<file path="config.mk">
export PLATFORM = sky130hd
export DESIGN_NAME = pin_ser
export DESIGN_NICKNAME = d
export VERILOG_FILES = /design/src/rtl/pin_ser_pkg.sv /design/src/rtl/pin_ser_shift_reg.sv /design/src/rtl/pin_ser.sv
export SDC_FILE = /design/constraint.sdc
export NUM_CORES = 1
export LEC_CHECK = 0
export BUFFER_PORTS_ARGS = -buffer_cell sky130_fd_sc_hd__buf_2
export CORE_UTILIZATION = 52
export CTS_CLUSTER_SIZE = 16
export DETAILED_ROUTE_END_ITERATION = 16
export PLACE_DENSITY = 0.73
export SLEW_MARGIN = 30
export SYNTH_ARGS = -nofsm -noshare
export SYNTH_HDL_FRONTEND = slang
export SYNTH_SLANG_ARGS = --single-unit
</file>
<file path="constraint.sdc">
create_clock -name clk300 -period 1.98 [get_ports clk300]
set_input_delay 0.198 -clock clk300 [delete_from_list [all_inputs] [get_ports clk300]]
set_output_delay 0.198 -clock clk300 [all_outputs]
set_load 0.03 [all_outputs]
</file>
<file path="src/rtl/pin_ser_pkg.sv">
// Shared types and frame-length helper for the pin_ser serializer and its monitors.
package pin_ser_pkg;

  typedef enum logic [1:0] {
    IDLE  = 2'd0,
    START = 2'd1,
    DATA  = 2'd2,
    GAP   = 2'd3
  } ser_state_t;

  // Clock cycles from start bit through last gap cycle for one word.
  function automatic int unsigned frame_len(input int unsigned data_w,
                                            input int unsigned gap_bits);
    return 32'd1 + data_w + gap_bits;
  endfunction

endpackage

</file>
<file path="src/rtl/pin_ser_shift_reg.sv">
// Loadable shift register feeding the serial pin; head_o is the next bit to send.
module ser_shift_reg #(
  parameter int unsigned DATA_W    = 8,
  parameter bit          MSB_FIRST = 1'b1
) (
  input  logic              clk300,
  input  logic              rst_n,
  input  logic              load_i,
  input  logic              shift_i,
  input  logic [DATA_W-1:0] data_i,
  output logic              head_o
);

  logic [DATA_W-1:0] sr_q;
  logic [DATA_W-1:0] sr_d;

  // Load wins over shift; vacated positions fill with zero.
  always_comb begin
    sr_d = sr_q;
    if (load_i) begin
      sr_d = data_i;
    end else if (shift_i) begin
      if (MSB_FIRST) begin
        sr_d = {sr_q[DATA_W-2:0], 1'b0};
      end else begin
        sr_d = {1'b0, sr_q[DATA_W-1:1]};
      end
    end
  end

  // Shift register state.
  always_ff @(posedge clk300 or negedge rst_n) begin
    if (!rst_n) begin
      sr_q <= '0;
    end else begin
      sr_q <= sr_d;
    end
  end

  assign head_o = MSB_FIRST ? sr_q[DATA_W-1] : sr_q[0];

endmodule

</file>
<file path="src/rtl/pin_ser.sv">
// Transmit serializer: start bit, DATA_W data bits, GAP_BITS idle cycles per word,
// with frame strobe and bit-index outputs matching the pin_capt capture side.
module pin_ser
  import pin_ser_pkg::*;
#(
  parameter int unsigned DATA_W    = 8,
  parameter int unsigned GAP_BITS  = 2,
  parameter logic        IDLE_LVL  = 1'b0,
  parameter bit          MSB_FIRST = 1'b1
) (
  input  logic                      clk300,
  input  logic                      rst_n,
  input  logic [DATA_W-1:0]         data_in,
  input  logic                      data_valid,
  output logic                      data_ready,
  output logic                      pin_out,
  output logic                      str,
  output logic [$clog2(DATA_W)-1:0] ptime,
  output logic                      busy
);

  localparam int unsigned BIT_W = $clog2(DATA_W);
  localparam int unsigned GAP_W = $clog2(GAP_BITS + 1);

  ser_state_t       state_q, state_d;
  logic [BIT_W-1:0] bit_cnt_q, bit_cnt_d;
  logic [GAP_W-1:0] gap_cnt_q, gap_cnt_d;
  logic             pin_q, pin_d;
  logic             str_q, str_d;
  logic [BIT_W-1:0] ptime_q, ptime_d;
  logic             busy_q, busy_d;
  logic             rdy_en_q;
  logic             load_en;
  logic             shift_en;
  logic             head_bit;
  logic             gap_last;
  logic             xfer;

  ser_shift_reg #(
    .DATA_W    (DATA_W),
    .MSB_FIRST (MSB_FIRST)
  ) u_shift (
    .clk300  (clk300),
    .rst_n   (rst_n),
    .load_i  (load_en),
    .shift_i (shift_en),
    .data_i  (data_in),
    .head_o  (head_bit)
  );

  // Ready depends on state only; held low until the first edge after reset.
  assign gap_last   = (state_q == GAP) && (gap_cnt_q == GAP_W'(GAP_BITS - 1));
  assign data_ready = rdy_en_q && ((state_q == IDLE) || gap_last);
  assign xfer       = data_valid && data_ready;

  // Next state and next pin/strobe/index values; outputs describe the coming cycle.
  always_comb begin
    state_d   = state_q;
    bit_cnt_d = bit_cnt_q;
    gap_cnt_d = gap_cnt_q;
    pin_d     = IDLE_LVL;
    str_d     = 1'b0;
    ptime_d   = '0;
    load_en   = 1'b0;
    shift_en  = 1'b0;
    unique case (state_q)
      IDLE: begin
        if (xfer) begin
          state_d = START;
          pin_d   = ~IDLE_LVL;
          load_en = 1'b1;
        end
      end
      START: begin
        state_d   = DATA;
        bit_cnt_d = '0;
        pin_d     = head_bit;
        shift_en  = 1'b1;
        str_d     = 1'b1;
      end
      DATA: begin
        if (bit_cnt_q == BIT_W'(DATA_W - 1)) begin
          state_d   = GAP;
          bit_cnt_d = '0;
          gap_cnt_d = '0;
        end else begin
          bit_cnt_d = bit_cnt_q + BIT_W'(1);
          ptime_d   = bit_cnt_q + BIT_W'(1);
          pin_d     = head_bit;
          shift_en  = 1'b1;
        end
      end
      GAP: begin
        if (gap_last) begin
          gap_cnt_d = '0;
          if (xfer) begin
            state_d = START;
            pin_d   = ~IDLE_LVL;
            load_en = 1'b1;
          end else begin
            state_d = IDLE;
          end
        end else begin
          gap_cnt_d = gap_cnt_q + GAP_W'(1);
        end
      end
      default: state_d = IDLE;
    endcase
    busy_d = (state_d != IDLE);
  end

  // State, counters and registered pin-side outputs.
  always_ff @(posedge clk300 or negedge rst_n) begin
    if (!rst_n) begin
      state_q   <= IDLE;
      bit_cnt_q <= '0;
      gap_cnt_q <= '0;
      pin_q     <= IDLE_LVL;
      str_q     <= 1'b0;
      ptime_q   <= '0;
      busy_q    <= 1'b0;
      rdy_en_q  <= 1'b0;
    end else begin
      state_q   <= state_d;
      bit_cnt_q <= bit_cnt_d;
      gap_cnt_q <= gap_cnt_d;
      pin_q     <= pin_d;
      str_q     <= str_d;
      ptime_q   <= ptime_d;
      busy_q    <= busy_d;
      rdy_en_q  <= 1'b1;
    end
  end

  assign pin_out = pin_q;
  assign str     = str_q;
  assign ptime   = ptime_q;
  assign busy    = busy_q;

endmodule

</file>
==> out/metrics.yaml <==
setup_path:
  worst-setup-path-type: "reg2reg"
  crit_fanout: 7
  cp.arrival_ns: 2.01
  crit_path_end_kind: "register"
  required_ns: 2.18
  cp-start-kind: "register"
finish:
  area_growth_pct: 13.2
  multiInputGateArea_sq_um: 597
  layout.nets: 157
  sequential_cell_area_sq_um: 551
  utilization_pct: 62.3
  layout-drive-gt1-share_pct: 21.7
  num-fill-cells: 195
  diodes: 0
synthesis:
  syn-cell-area_sq_um: 1220
  synth-async-reset-ratio_pct: 100
  synth_cell_type_count: 34
  synth-seq-area-share_pct: 45.2
  netlist.area_leader.share_pct: 45.2
  synth_seq_cells: 22
  synthTopCellsByArea: "dfrtp_1 (45%), a211oi_1 (7.4%), ha_1 (7.2%)"
  synthCells: 120
  synth_edf_count: 0
  yosys-top-cells-count: "dfrtp_1 (22), a211oi_1 (12), inv_1 (11)"
  synth_top_cell_by_area: "dfrtp_1"
  synth_ff_type: "dfrtp_1"
  syn-mean-instance-area_sq_um: 10.1
  post-synth-top-count-cell: "dfrtp_1"
  ys_warn_count: 0
  synth_nets: 138
pwr:
  ir_drop_mv: 0.786
  power_leakage_nw: 0.691
  powerDensity_nw_per_um2: 1470
detailed_routing:
  vias: 970
  antenna_left: 0
  drt_iter0_drc: 24
  drc: 0
  drtPass1Iterations: 4
  routed_wl_microns: 2500
  avgViaCountPerCell: 5.84
  wire_per_inst_microns: 15.0
clocking:
  cts.htree.levels: 1
  insertion_delay_ns: 0.31
  post_cts_buffers: 0
  root_buffer: "clkbuf_4"
  clock_path_buffers: 2
  cts.sinks: 22
  clkTransAtPathRegs_ns: 0.13
  cts_tree: "done"
  numCtsBuffers: 3
global_routing:
  grt.total_usage_pct: 21.3
  grt_pass1_wl_microns: 4020
  grt_overflow: 0
  grt_max_degree: 23
  antenna_found_initial: 0
  grt_pass1_vias: 886
die:
  die_w_microns: 50.4
  ioPinCount: 18
  rows: 17
  die-area_sq_um: 2540
  die_h_microns: 50.4
  core-area_sq_um: 2210
  start_util_pct: 55.0
timing:
  maxSlewViolCount: 0
  clock_skew_ns: 0.0136
  grt_setup_unrepaired: "no"
  fin_ws_ns: 0.171
  max_clock_freq_ghz: 0.553
  slew_headroom_pct: 65.5
  hold_viol_final: 0
  post-route-period-util_pct: 91.3
  worst_pin_slew_ns: 0.518
  min_period_ns: 1.81
  setup_viol: 0
  tns_ns: 0
place:
  place_hpwl_microns: 1760
  preCtsSetupSlack_ns: 0.187
  gp_congestion: 0.844
  io_buffers: 17
outcome:
  status: "completed"
run:
  max_cap_violations: 0
min_path:
  hp-class: "in2reg"
## worst paths after layout
| kind | start | end | slack (ns) | cells after the start |
|---|---|---|---|---|
| hold reg to reg | bit_cnt_q[0]$_DFFE_PN0P_ | ptime[0]$_DFF_PN0_ | 0.49 | 1 |
| min in group asynchronous | rst_n | u_shift.sr_q[5]$_DFFE_PN0P_ | 0.38 | 2 |
| hold / removal | data_in[5] | u_shift.sr_q[5]$_DFFE_PN0P_ | 0.18 | 3 |
| max in group asynchronous | rst_n | bit_cnt_q[2]$_DFFE_PN0P_ | 1.24 | 2 |
| setup reg to reg | state_q[0]$_DFF_PN0_ | u_shift.sr_q[2]$_DFFE_PN0P_ | 0.17 | 5 |
| setup / recovery | state_q[0]$_DFF_PN0_ | u_shift.sr_q[2]$_DFFE_PN0P_ | 0.17 | 5 |
## layout by cell type, fill, tap and decap left out, types with 3 or more instances in the layout
cell type and count:
dfrtp_1 22, buf_2 17, a211oi_1 12, inv_1 11
a21oi_1 10, mux2i_1 7, ha_1 7, o21ai_0 6
o22ai_1 6, mux2_2 4, clkbuf_4 3, buf_4 3
## sequential cells by signal, indices dropped and copies added (netlist names)
register      cells
gap_cnt_q         2
ptime             3
u_shift.sr_q      8
bit_cnt_q         3
state_q           2
str               1
rdy_en_q          1
busy              1
pin_out           1
## final cells by class
class,instances,area share [%]
repair buffers,21,8.54
multi-input cells,80,43.3
well taps,28,2.54
clock buffers,4,2.63
inverters,11,3.00
flip-flops and latches,22,40.0
## what timing repair did
action                                 4_1_cts  5_1_grt
setup endpoints to repair                    0        0
resized for setup                            0        0
hold buffers                                 1        0
endpoints found under the hold margin       22        0
## stage by stage
step	power (mW)	std cells	cell area [sq um]	hold WS, ns
after detailed placement	1.77	161	1330	0.200
after floorplan	1.50	120	1220	-0.0976
final	2.03	166	1380	0.180
after CTS	2.03	166	1380	0.173
after global placement	1.72	161	1330	0.188
after global routing	2.18	166	1380	0.184
## critical path: stages, from the launching register on
cell	delay [ns]
dfrtp_1	0.42
inv_1	0.10
ha_1	0.39
or3_1	0.50
o22ai_1	0.22
a211oi_1	0.08
## per-layer routing
layer | vias to the layer above | GRT usage [%] | share of wire [%]
met5 | - | 0 | 0
met1 | 468 | 27.1 | 46
met3 | 4 | 4.55 | 4.2
met2 | 31 | 34.9 | 48
met4 | 0 | 8.80 | 1.6
li1 | 467 | - | -
## kinds of logic after synthesis
group,count (synthesis),synth area share (%)
AOI/OAI and AO/OA,43,22.8
DFF,22,45.2
muxes,11,9.46
and+or+nand+nor,17,8.53
buffers and inverters,18,5.75
xor gates and xnor gates,1,0.720
adders and majority gates,7,7.19
other,1,0.308
## report_power, final
| group | total [mW] | internal, mW | leakage, nW | switching (mW) |
|---|---|---|---|---|
| combinational | 1.05 | 0.436 | 0.388 | 0.612 |
| sequential | 0.732 | 0.607 | 0.282 | 0.124 |
| clock | 0.249 | 0.112 | 0.0210 | 0.137 |
| total | 2.03 | 1.16 | 0.691 | 0.874 |
(Power assumes the default switching activity.)
